===== config.mk =====
export PLATFORM = sky130hd
export DESIGN_NAME = instruction_decode_sequencer
export DESIGN_NICKNAME = d
export VERILOG_FILES = /design/src/rtl/instruction_decode_sequencer.sv
export SDC_FILE = /design/constraint.sdc
export NUM_CORES = 1
export LEC_CHECK = 0
export ABC_AREA = 1
export CORE_MARGIN = 5
export CORE_UTILIZATION = 30
export DETAILED_ROUTE_END_ITERATION = 10
export GPL_ROUTABILITY_DRIVEN = 1
export GPL_TIMING_DRIVEN = 0
export PLACE_DENSITY_LB_ADDON = 0.3
export REMOVE_ABC_BUFFERS = 1
export SYNTH_ARGS = -nofsm -noshare
export SYNTH_HDL_FRONTEND = slang
export SYNTH_SLANG_ARGS = --single-unit

===== constraint.sdc =====
create_clock -name clk -period 1.5 [get_ports clk]
set_input_delay 0.15 -clock clk [delete_from_list [all_inputs] [get_ports clk]]
set_output_delay 0.15 -clock clk [all_outputs]
set_load 0.02 [all_outputs]

===== src/rtl/instruction_decode_sequencer.sv =====
// RV32I ALU-op decode sequencer: reads rs1/rs2 from the register file and issues one decoded frame.
// Build option X0_SHORTCUT_EN: skip register-file reads for source register x0 (operand taken as 0).
module instruction_decode_sequencer #(
   parameter int DATA_WIDTH        = 32,
   parameter int REGADDR_WIDTH     = 5,
   parameter int RESLT_SELCT_WIDTH = 3
) (
   input  logic                         clk,
   input  logic                         reset,
   input  logic [31:0]                  instr_in,
   input  logic                         instr_valid,
   output logic                         instr_ready,
   output logic [REGADDR_WIDTH-1:0]     rf_readAddr,
   input  logic [DATA_WIDTH-1:0]        rf_readData,
   input  logic                         frame_ready,
   output logic                         illegal_instr,
   output logic [DATA_WIDTH-1:0]        aOperand,
   output logic [REGADDR_WIDTH-1:0]     aLoc,
   output logic [DATA_WIDTH-1:0]        bOperand,
   output logic [REGADDR_WIDTH-1:0]     bLoc,
   output logic [DATA_WIDTH-1:0]        immediateVal,
   output logic                         immediateSelect,
   output logic                         unsignedSelect,
   output logic                         subtractEnable,
   output logic [RESLT_SELCT_WIDTH-1:0] resultSelect,
   output logic [REGADDR_WIDTH-1:0]     writeSelect,
   output logic                         writeEnable,
   output logic                         frame_we
);
   // state | meaning
   // IDLE  | ready for an instruction (instr_ready high unless an illegal pulse is out)
   // RD_A  | rf_readAddr = rs1
   // RD_B  | rf_readAddr = rs2
   // CAP   | last read data arriving, captured at the end of the cycle
   // ISSUE | frame complete, frame_we follows frame_ready
   typedef enum logic [2:0] {IDLE, RD_A, RD_B, CAP, ISSUE} state_t;
   typedef enum logic [1:0] {SRC_NONE, SRC_A, SRC_B} src_t;

   state_t state_q;
   src_t   rd_src_q;
   logic   ready_q, illegal_q, need_b_q;
   logic [REGADDR_WIDTH-1:0] addr_q, rs2_q;

   logic [6:0] opcode;
   logic [2:0] funct3;
   logic [REGADDR_WIDTH-1:0] rd, rs1, rs2;
   logic dec_r, dec_i, dec_lui, alu_ok, dec_legal, dec_sub, dec_uns, dec_need_b;
   logic [RESLT_SELCT_WIDTH-1:0] dec_res;
   logic [DATA_WIDTH-1:0] dec_imm;
   state_t dec_first;
   logic [REGADDR_WIDTH-1:0] dec_first_addr;

   assign opcode = instr_in[6:0];
   assign funct3 = instr_in[14:12];
   assign rd     = REGADDR_WIDTH'(instr_in[11:7]);
   assign rs1    = REGADDR_WIDTH'(instr_in[19:15]);
   assign rs2    = REGADDR_WIDTH'(instr_in[24:20]);

   always_comb begin
      dec_r      = (opcode == 7'b0110011);
      dec_i      = (opcode == 7'b0010011);
      dec_lui    = (opcode == 7'b0110111);
      alu_ok     = 1'b1;
      dec_sub    = 1'b0;
      dec_uns    = 1'b0;
      dec_res    = '0;
      dec_imm    = '0;
      dec_first  = IDLE;
      dec_need_b = 1'b0;
      case (funct3)
         3'b000:  dec_sub = dec_r && (instr_in[31:25] == 7'b0100000);
         3'b010:  begin dec_res = RESLT_SELCT_WIDTH'(1); dec_sub = 1'b1; end
         3'b011:  begin dec_res = RESLT_SELCT_WIDTH'(1); dec_sub = 1'b1; dec_uns = 1'b1; end
         3'b100:  dec_res = RESLT_SELCT_WIDTH'(4);
         3'b110:  dec_res = RESLT_SELCT_WIDTH'(3);
         3'b111:  dec_res = RESLT_SELCT_WIDTH'(2);
         default: alu_ok = 1'b0;
      endcase
      dec_legal = dec_lui || ((dec_r || dec_i) && alu_ok);
      if (dec_i) begin
         dec_imm = {{(DATA_WIDTH-12){instr_in[31]}}, instr_in[31:20]};
      end else if (dec_lui) begin
         dec_res = '0;
         dec_sub = 1'b0;
         dec_uns = 1'b0;
         dec_imm = DATA_WIDTH'({instr_in[31:12], 12'b0});
      end
`ifdef X0_SHORTCUT_EN
      if (dec_lui || (dec_i && rs1 == '0) || (dec_r && rs1 == '0 && rs2 == '0))
         dec_first = ISSUE;
      else if (dec_r && rs1 == '0)
         dec_first = RD_B;
      else
         dec_first = RD_A;
      dec_need_b = dec_r && (rs2 != '0);
`else
      dec_first  = dec_lui ? ISSUE : RD_A;
      dec_need_b = dec_r;
`endif
      dec_first_addr = (dec_first == RD_A) ? rs1 : (dec_first == RD_B) ? rs2 : '0;
   end

   assign instr_ready   = ready_q;
   assign illegal_instr = illegal_q;
   assign rf_readAddr   = addr_q;
   assign frame_we      = (state_q == ISSUE) && frame_ready;

   always_ff @(posedge clk or negedge reset) begin
      if (!reset) begin
         state_q         <= IDLE;
         rd_src_q        <= SRC_NONE;
         ready_q         <= 1'b0;
         illegal_q       <= 1'b0;
         need_b_q        <= 1'b0;
         addr_q          <= '0;
         rs2_q           <= '0;
         aOperand        <= '0;
         aLoc            <= '0;
         bOperand        <= '0;
         bLoc            <= '0;
         immediateVal    <= '0;
         immediateSelect <= 1'b0;
         unsignedSelect  <= 1'b0;
         subtractEnable  <= 1'b0;
         resultSelect    <= '0;
         writeSelect     <= '0;
         writeEnable     <= 1'b0;
      end else begin
         illegal_q <= 1'b0;
         addr_q    <= '0;
         // Read data always belongs to the address driven one cycle earlier.
         rd_src_q  <= (state_q == RD_A) ? SRC_A : (state_q == RD_B) ? SRC_B : SRC_NONE;
         if (rd_src_q == SRC_A) aOperand <= rf_readData;
         if (rd_src_q == SRC_B) bOperand <= rf_readData;
         case (state_q)
            IDLE: begin
               if (ready_q && instr_valid) begin
                  ready_q <= 1'b0;
                  if (!dec_legal) begin
                     illegal_q <= 1'b1;
                  end else begin
                     state_q         <= dec_first;
                     addr_q          <= dec_first_addr;
                     need_b_q        <= dec_need_b;
                     rs2_q           <= rs2;
                     aOperand        <= '0;
                     bOperand        <= '0;
                     aLoc            <= dec_lui ? '0 : rs1;
                     bLoc            <= dec_r ? rs2 : '0;
                     immediateVal    <= dec_imm;
                     immediateSelect <= !dec_r;
                     unsignedSelect  <= dec_uns;
                     subtractEnable  <= dec_sub;
                     resultSelect    <= dec_res;
                     writeSelect     <= rd;
                     writeEnable     <= (rd != '0);
                  end
               end else begin
                  ready_q <= 1'b1;
               end
            end
            RD_A: begin
               state_q <= need_b_q ? RD_B : CAP;
               addr_q  <= need_b_q ? rs2_q : '0;
            end
            RD_B:  state_q <= CAP;
            CAP:   state_q <= ISSUE;
            ISSUE: begin
               if (frame_ready) begin
                  state_q <= IDLE;
                  ready_q <= 1'b1;
               end
            end
            default: state_q <= IDLE;
         endcase
      end
   end
endmodule


==> results.json, run 1 <==
{
  "status": "finished clean",
  "hold_violations": 0,
  "drtPass1Iterations": 5,
  "clk_pin_slew_ns": 0.06,
  "drv_slew": 0,
  "total_power_mw": 16.2,
  "max_slew_margin_pct": 63.8,
  "crit_path_max_incr_delay_ns": 0.41,
  "synth_edf_count": 0,
  "die_h_um": 154,
  "cp-start-kind": "flip-flop",
  "synth_flop_cell": "dfrtp_1",
  "num_rows": 52,
  "place_congestion": 0.794,
  "holdWs_ns": 0.289,
  "area_delta_synth_final_pct": 48.6,
  "grt_pass1_wl_um": 32900,
  "dp_hpwl_um": 12500,
  "maxCapViolCount": 0,
  "antenna_found_initial": 0,
  "gr-total-overflow": 0,
  "n_antenna_cell": 0,
  "fmax_mhz": 669,
  "finalSetupViolCount": 0,
  "fp.dieW_um": 154,
  "powerDensity_mw_per_mm2": 1760,
  "initial_core_util_pct": 30.5,
  "synth_cell_type_count": 25,
  "ys_ff_latch": 136,
  "ir_drop_mv": 0.716,
  "post_synth.cell_area_avg_um2": 8.70,
  "h-tree-depth": 4,
  "clock_latency_ns": 0.42,
  "routed_via_density": 4.74,
  "period_share_pct": 99.6,
  "vias": 5638,
  "cp-end-kind": "output port",
  "ios": 194,
  "syn_area_mm2": 0.00620,
  "ys_async_sr_fraction_pct": 100,
  "nNetsFinal": 978,
  "clkSinkCount": 136,
  "drive_gt1_share_pct": 9.89,
  "reg2reg_setup_slack_ns": 0.03,
  "tritoncts": "built",
  "routedWlPerCell_um": 18.4,
  "grtUsageTotal_pct": 17.9,
  "stdcell_area_mm2": 0.00921,
  "drcViolationCount": 0,
  "arrival_ns": 1.34,
  "crit_required_ns": 1.35,
  "path_common_cell": "nor2_2",
  "synthCells": 712,
  "setup_ws_ns": 0.00540,
  "die_area_mm2": 0.0236,
  "place_ws_ns": -2.00,
  "crit_fanout": 4,
  "grt_pass1_vias": 5433,
  "r2r_start": "instr_ready",
  "cp_cell_sequence": "nor2_2 > nand2_1 > nor2_2 > buf_6",
  "fin_skew_ns": 0.00560,
  "period_minus_slack_ns": 1.49,
  "crit_type": "flip-flop to output port",
  "detail-route-antenna-nets": 0,
  "hold_path_class": "primary input to asynchronous set/reset pin",
  "numPortBuffers": 193,
  "cts_buffer_depth": 2,
  "seq_area_frac_synth_pct": 54.9,
  "clockRootBuffer": "clkbuf_16",
  "cp_slowest_cell": "dfrtp_1",
  "yosysWarnings": 0,
  "r2r_cells": 7,
  "tightestPinTransition_ns": 0.542,
  "leakagePower_nw": 4.79,
  "drtIter0Drc": 381,
  "totalWireLength_um": 21900,
  "r2r-end": "immediateVal[22]",
  "place_area_mm2": 0.00830,
  "core_area_mm2": 0.0203,
  "rsz0062_at_grt": "true",
  "grt_max_degree": 86,
  "cts_buffers": 17
}
==> worst max-delay path: cells and delay by family, from the launching register on <==
family,cells,cell delay (ns)
DFF,1,0.41
and+or+nand+nor,3,0.38
buffers and inverters,1,0.14
==> layout make-up <==
type | instances | area, um^2
Fill cell | 2055 | 11100
Sequential cell | 136 | 3410
Multi-Input combinational cell | 465 | 2450
Timing Repair Buffer | 216 | 2110
Clock buffer | 20 | 447
Tap cell | 270 | 338
Inverter | 68 | 280
Clock inverter | 9 | 128
Timing Repair inverter | 6 | 48.8
==> worst max path at each step <==
stage / from / endpoint / slack [ns] / depth (start not counted)
4_1_cts: rd_src_q[0] / bOperand[0] / 0.01 / 5
5_1_grt: state_q[0] / frame_we / -0.07 / 4
3_5_place_dp: instr_in[0] / immediateVal[10] / -2.00 / 8
2_1_floorplan: instr_in[3] / immediateVal[10] / -1.15 / 7
3_3_place_gp: reset / bOperand[27] / -5.65 / 1
6_report: state_q[0] / frame_we / 0.005 / 4
==> power by group <==
part	switching, mW	internal [mW]	leakage, nW
combinational	4.13	2.57	2.77
sequential	0.563	4.76	1.75
clock	1.57	2.62	0.274
==> synthesized netlist by cell type (3+ instances only) <==
master	n	area share (%)
buf_6	9	1.6
nand4_1	33	3.3
o21ai_0	76	6.1
nor2_1	19	1.2
buf_2	18	1.5
nor2_2	3	0.30
buf_4	4	0.48
nand2_1	209	13
nand3_1	43	3.5
a21boi_1	10	1.2
a21boi_0	54	6.5
clkbuf_1	16	0.97
inv_1	65	3.9
dfrtp_1	136	55
==> per-stage QoR <==
step | util, % | TNS [ns] | std cells
global route | 45.4 | -0.121 | 1190
finish | 45.4 | 0 | 1190
global placement | 40.3 | -1079.77 | 1126
floorplan | - | -87.75 | 663
CTS | 44.4 | 0 | 1180
detailed placement | 40.9 | -171.36 | 1131
==> cell families after synthesis <==
group           synth area share, %
buf+inv                        8.80
flops                          54.9
simple gates                   22.1
compound gates                 14.2
==> cell usage in the layout, fill, tap and decap left out, types with 20 or more instances in the layout <==
| cell | count |
|---|---|
| a21boi_0 | 43 |
| a21boi_1 | 20 |
| clkdlybuf4s50_1 | 65 |
| dfrtp_1 | 134 |
| dlygate4sd2_1 | 126 |
| inv_1 | 63 |
| nand2_1 | 205 |
| nand3_1 | 43 |
| nand4_1 | 33 |
| o21ai_0 | 75 |
==> layer usage <==
layer	track usage, %	part of all wire [%]
met2	28.4	48
met5	0	0
met3	3.04	4.8
met1	24.5	45
met4	6.77	2.7
==> repair_timing <==
| action | CTS | global route |
|---|---|---|
| gates resized for setup | 151 | 34 |
| pin swaps | 6 | 3 |
| hold endpoints to repair | 51 | 0 |
| endpoints found under the setup margin | 259 | 129 |
| buffers inserted | 9 | 5 |
| cloned | 10 | 5 |
| hold buffers | 1 | 0 |
==> sequential cells by signal, indices dropped and copies added, names as in the netlist, 5 cells and up <==
register,cells
aLoc,5
rs2_q,5
aOperand,32
bLoc,5
bOperand,32
rf_readAddr,5
writeSelect,5
immediateVal,32
Note: power is estimated with default switching activity, not from simulation.
==> run 2, diff against run 1 <==
--- a/config.mk
+++ b/config.mk
@@ -5,14 +5,13 @@
 export SDC_FILE = /design/constraint.sdc
 export NUM_CORES = 1
 export LEC_CHECK = 0
-export ABC_AREA = 1
+export ABC_AREA = 0
 export CORE_MARGIN = 5
 export CORE_UTILIZATION = 30
 export DETAILED_ROUTE_END_ITERATION = 10
 export GPL_ROUTABILITY_DRIVEN = 1
 export GPL_TIMING_DRIVEN = 0
 export PLACE_DENSITY_LB_ADDON = 0.3
-export REMOVE_ABC_BUFFERS = 1
 export SYNTH_ARGS = -nofsm -noshare
 export SYNTH_HDL_FRONTEND = slang
 export SYNTH_SLANG_ARGS = --single-unit
==> run 2 against run 1 <==
  * The run now ends with negative setup slack left
  * Synthesized area is 9.4% lower
  * Clock skew increased by 0.00063 ns
  * Highest routed layer unchanged
  * Routed wire length decreased by 16%
  * Sequential cell count did not move
  * Clock-buffer cell count decreased by 2
  * Largest power group unchanged
  * Combinational power increased by 18%
  * Cell count shrank 18%
  * Worst setup slack worse by 0.19 ns
==> results.json, run 2 <==
{
  "status": "complete, but fails checks",
  "failed_checks": "negative setup slack",
  "tightestPinTransition_ns": 0.568,
  "synth_flop_cell": "dfrtp_1",
  "leakagePower_nw": 4.78,
  "syn_area_mm2": 0.00561,
  "netlist.area_leader.share_pct": 60.6,
  "yosysWarnings": 0,
  "crit_type": "primary input to flip-flop",
  "die_area_mm2": 0.0215,
  "crit_fanout": 7,
  "fp.dieW_um": 147,
  "post_synth.cell_area_avg_um2": 12.0,
  "synthTopCellsByCount": "136 x dfrtp_1, 73 x nor2_1, 64 x mux2i_1",
  "gr-total-overflow": 0,
  "fin_skew_ns": 0.00623,
  "grt_use_met2_pct": 27.8,
  "ys_ff_latch": 136,
  "drv_slew": 0,
  "reg.largest.list": "aOperand: 32 flops, bOperand: 32 flops, immediateVal: 32 flops",
  "clkSinkCount": 136,
  "holdWs_ns": 0.278,
  "ys_async_sr_fraction_pct": 100,
  "grt_busiest_layer": "met2",
  "drtIter0Drc": 204,
  "reg2reg_setup_slack_ns": -0.18,
  "vias": 4759,
  "hold_violations": 0,
  "cts_buffer_depth": 2,
  "stdcell_area_mm2": 0.00961,
  "h-tree-depth": 4,
  "numPortBuffers": 193,
  "grt_pass1_wl_um": 29300,
  "met3_usage_pct": 6.57,
  "clock_latency_ns": 0.41,
  "period_share_pct": 113,
  "fmax_mhz": 592,
  "syn-num-nets": 535,
  "grt_max_degree": 80,
  "routed_via_density": 4.88,
  "routedWlPerCell_um": 18.8,
  "tritoncts": "built",
  "crit_required_ns": 1.80,
  "clockRootBuffer": "clkbuf_16",
  "setup_ws_ns": -0.188,
  "core_area_mm2": 0.0186,
  "clk_pin_slew_ns": 0.06,
  "hold_path_class": "primary input to asynchronous set/reset pin",
  "ios": 194,
  "num_rows": 50,
  "cp-start-kind": "primary input",
  "n_antenna_cell": 0,
  "drcViolationCount": 0,
  "synth.most_common_cell": "dfrtp_1",
  "fin_cells": 976,
  "cp-end-kind": "flip-flop",
  "ir_drop_mv": 0.819,
  "place_area_mm2": 0.00793,
  "cts_buffers": 17,
  "dp_cells": 896,
  "synthTopCellsByArea": "dfrtp_1 61%, mux2i_1 11%, nor2_1 4.9%",
  "synth_area_leader_cell": "dfrtp_1",
  "place_congestion": 0.828,
  "detail-route-antenna-nets": 0,
  "arrival_ns": 1.98,
  "grt_pass1_vias": 5194,
  "met1_usage_pct": 21.4,
  "powerDensity_mw_per_mm2": 1840,
  "nNetsFinal": 797,
  "area_delta_synth_final_pct": 71.2,
  "synth_cell_type_count": 36,
  "drive_gt1_share_pct": 27.9,
  "synthCells": 467,
  "grtUsageTotal_pct": 17.1,
  "finalSetupViolCount": 131,
  "die_h_um": 147,
  "rsz0062_at_grt": "true",
  "initial_core_util_pct": 30.2,
  "mostFrequentLayoutCells": "132 x dfrtp_1, 132 x dlygate4sd2_1, 64 x mux2i_1",
  "dp_hpwl_um": 12400,
  "drtPass1Iterations": 5,
  "totalWireLength_um": 18300,
  "period_minus_slack_ns": 1.69,
  "maxCapViolCount": 0,
  "max_slew_margin_pct": 62.2,
  "antenna_found_initial": 0,
  "seq_area_frac_synth_pct": 60.6,
  "synth_edf_count": 0
}
==> run 2: cell type report <==
cell class	count	area (um^2)
inverter	19	71.3
multi-input combinational	279	2390
fill	1620	8970
tap	234	293
sequential	136	3410
buffer	30	392
timing repair buffer	246	2480
clock inverter	14	139
clock buffer	18	429
==> run 2: through the flow <==
| stage | setup slack (ns) | setup TNS, ns | util [%] | power (mW) |
|---|---|---|---|---|
| after floorplan | -0.167 | -9.81 | - | 9.46 |
| after global placement | -5.47 | -768.48 | 42.5 | 12.8 |
| after detailed placement | -0.894 | -93.47 | 42.7 | 13.0 |
| after CTS | -0.222 | -17.06 | 50.5 | 17.2 |
| after global routing | -0.235 | -19.66 | 51.7 | 18.7 |
| final | -0.188 | -11.96 | 51.7 | 17.7 |
==> run 2: worst max-delay path, stage by stage <==
cell,delay [ns]
clkdlybuf4s50_1,0.47
nand2_2,0.13
a2111oi_4,0.36
and2_1,0.19
buf_6,0.12
buf_6,0.11
buf_12,0.13
mux2_4,0.30
==> run 2: power by group <==
part	switching, mW	total, mW	internal (mW)
Clock	1.69	4.01	2.32
Combinational	4.31	7.94	3.63
Sequential	0.736	5.73	4.99
==> run 2: what timing repair did <==
item	4_1_cts	5_1_grt
hold endpoints to repair	57	0
cloned	14	3
setup buffers	27	14
gates resized for setup	286	67
endpoints found under the setup margin	259	134
hold buffers	1	0
pin swaps	39	42
==> run 2: cells by family (layout without fill, tap and decap cells) <==
group | Yosys count | in the layout | synth area share (%)
AO/OA/AOI/OAI | 64 | 64 | 8.81
buffers and inverters | 53 | 327 | 4.21
flip-flops | 136 | 136 | 60.6
multiplexers | 80 | 80 | 14.6
AND/OR/NAND/NOR | 134 | 135 | 11.7
==> run 2: path summary, 6_finish.rpt <==
path                                        from                to  depth (start not counted)
worst max-delay path                 instr_in[0]  immediateVal[27]                          8
worst min-delay path                       reset       bOperand[2]                          2
worst max register to register        state_q[2]  immediateVal[27]                          6
worst min register to register  immediateVal[11]  immediateVal[11]                          1
max in group asynchronous                  reset        state_q[2]                          3
min in group clk                    instr_in[12]   resultSelect[0]                          3
==> run 2: layer usage <==
| metal | vias to the layer above | part of all wire, % |
|---|---|---|
| met5 | - | 0 |
| met4 | 0 | 1.4 |
| met3 | 20 | 8.6 |
| met2 | 188 | 48 |
| met1 | 2369 | 42 |
| li1 | 2182 | - |
==> run 3, diff against run 2 <==
--- a/config.mk
+++ b/config.mk
@@ -15,3 +15,4 @@
 export SYNTH_ARGS = -nofsm -noshare
 export SYNTH_HDL_FRONTEND = slang
 export SYNTH_SLANG_ARGS = --single-unit
+export TNS_END_PERCENT = 1
==> run 3 against run 2 <==
  * The run still ends with negative setup slack left
  * Global-route usage decreased by 0.80 points
  * Non-clock buffer count fell by 27
  * Register-to-register slack lost 0.06 ns
  * Sequential cell count is the same
  * Clock skew is 0.0031 ns higher
  * Via count down 4.3%
  * Sequential power is essentially flat
  * Die area unchanged
  * Sequential share of layout area rose by 3.2 points
==> results.json, run 3 (synthesized netlist as in run 2, its figures left out) <==
{
  "dp_cells": 896,
  "arrival_ns": 2.04,
  "period_minus_slack_ns": 1.74,
  "fmax_mhz": 574,
  "routedWlPerCell_um": 18.4,
  "die_h_um": 147,
  "gr-total-overflow": 0,
  "drive_gt1_share_pct": 16.8,
  "clockRootBuffer": "clkbuf_16",
  "totalWireLength_um": 17500,
  "fp.dieW_um": 147,
  "finalSetupViolCount": 130,
  "status": "complete, but fails checks",
  "crit_required_ns": 1.80,
  "clock_latency_ns": 0.42,
  "place_ws_ns": -0.918,
  "layout_commonest_cell": "dfrtp_1",
  "cp-start-kind": "flip-flop",
  "leakagePower_nw": 4.55,
  "setup_ws_ns": -0.241,
  "hold_path_class": "primary input to asynchronous set/reset pin",
  "fillers": 1731,
  "failed_checks": "negative setup slack",
  "numPortBuffers": 193,
  "rsz0062_at_grt": "true",
  "drv_slew": 0,
  "tightestPinTransition_ns": 0.589,
  "place_area_mm2": 0.00790,
  "detail-route-antenna-nets": 0,
  "stdcell_area_mm2": 0.00880,
  "max_slew_margin_pct": 60.7,
  "clk_pin_slew_ns": 0.06,
  "clkSinkCount": 136,
  "met1_usage_pct": 20.0,
  "cts_buffer_depth": 2,
  "fin_skew_ns": 0.00932,
  "grt_pass1_wl_um": 27700,
  "cp-end-kind": "flip-flop",
  "total_power_mw": 16.5,
  "core_area_mm2": 0.0186,
  "drcViolationCount": 0,
  "die_area_mm2": 0.0215,
  "ir_drop_mv": 0.815,
  "grt_use_met2_pct": 26.2,
  "nNetsFinal": 769,
  "ios": 194,
  "powerDensity_mw_per_mm2": 1870,
  "num_rows": 50,
  "mostFrequentLayoutCells": "133 x dfrtp_1, 132 x dlygate4sd2_1, 72 x nor2_1",
  "initial_core_util_pct": 30.2,
  "maxCapViolCount": 0,
  "fin_cells": 948,
  "crit_type": "flip-flop to flip-flop",
  "h-tree-depth": 4,
  "grtUsageTotal_pct": 16.3,
  "place_congestion": 0.801,
  "tritoncts": "built",
  "drtPass1Iterations": 4,
  "routed_via_density": 4.80,
  "grt_pass1_vias": 5069,
  "area_delta_synth_final_pct": 56.8,
  "vias": 4553,
  "n_antenna_cell": 0,
  "cts_buffers": 17,
  "multi_input_area_mm2": 0.00206,
  "antenna_found_initial": 0,
  "dp_hpwl_um": 12500,
  "grt_max_degree": 77,
  "grt_busiest_layer": "met2",
  "period_share_pct": 116,
  "drtIter0Drc": 214,
  "hold_violations": 0,
  "crit_fanout": 6,
  "reg.largest.list": "aOperand: 32 flops, bOperand: 32 flops, immediateVal: 32 flops",
  "met3_usage_pct": 7.13,
  "regArea_mm2": 0.00341
}
run 3: through the flow:
stage                     util (%)  hold slack (ns)  setup TNS (ns)
after floorplan                  -           -0.146          -11.10
after global placement        42.3            0.468         -777.14
after detailed placement      42.5            0.162          -98.13
after CTS                     47.1            0.276          -19.08
after global routing          47.4            0.312          -25.35
final                         47.4            0.269          -18.93
run 3: layout make-up:
| class | instances | share of cell area (%) |
|---|---|---|
| multi-input cells | 278 | 23.4 |
| plain buffers | 31 | 3.45 |
| clock buffers | 17 | 4.83 |
| flip-flops and latches | 136 | 38.7 |
| clock inverters | 15 | 2.03 |
| well taps | 234 | 3.33 |
| inverters | 19 | 0.810 |
| repair buffers | 218 | 23.5 |
run 3: path summary, 6_finish.rpt:
check | from | end | slack, ns | cells after the start
max in group asynchronous | reset | state_q[1] | 0.44 | 3
hold / removal | reset | bOperand[3] | 0.27 | 2
hold reg to reg | immediateVal[21] | immediateVal[21] | 0.48 | 1
setup / recovery | state_q[1] | immediateVal[28] | -0.24 | 5
setup reg to reg | state_q[1] | immediateVal[28] | -0.24 | 5
min in group clk | instr_in[12] | resultSelect[0] | 0.32 | 3
run 3: power by group:
group	internal (mW)	switching (mW)	total [mW]
Clock	2.52	1.77	4.29
Sequential	4.99	0.727	5.72
Combinational	2.70	3.75	6.45
run 3: worst max-delay path: stages (launching register included):
cell and delay [ns]:
dfrtp_2 0.46, nor4_4 0.39, and2_4 0.25, buf_12 0.12
buf_12 0.11, mux2_4 0.29
run 3: per-layer routing:
layer | wire, um | part of all wire (%)
met1 | 7470 | 43
met2 | 8210 | 47
met3 | 1590 | 9.1
met4 | 218 | 1.2
met5 | 0 | 0
run 3: timing repair:
item | 4_1_cts | 5_1_grt
pin swaps | 24 | 21
cloned | 3 | 0
buffers inserted | 18 | 1
resized for setup | 191 | 32
setup endpoints to repair | 259 | 134
hold buffers | 1 | 0
endpoints found under the hold margin | 60 | 0
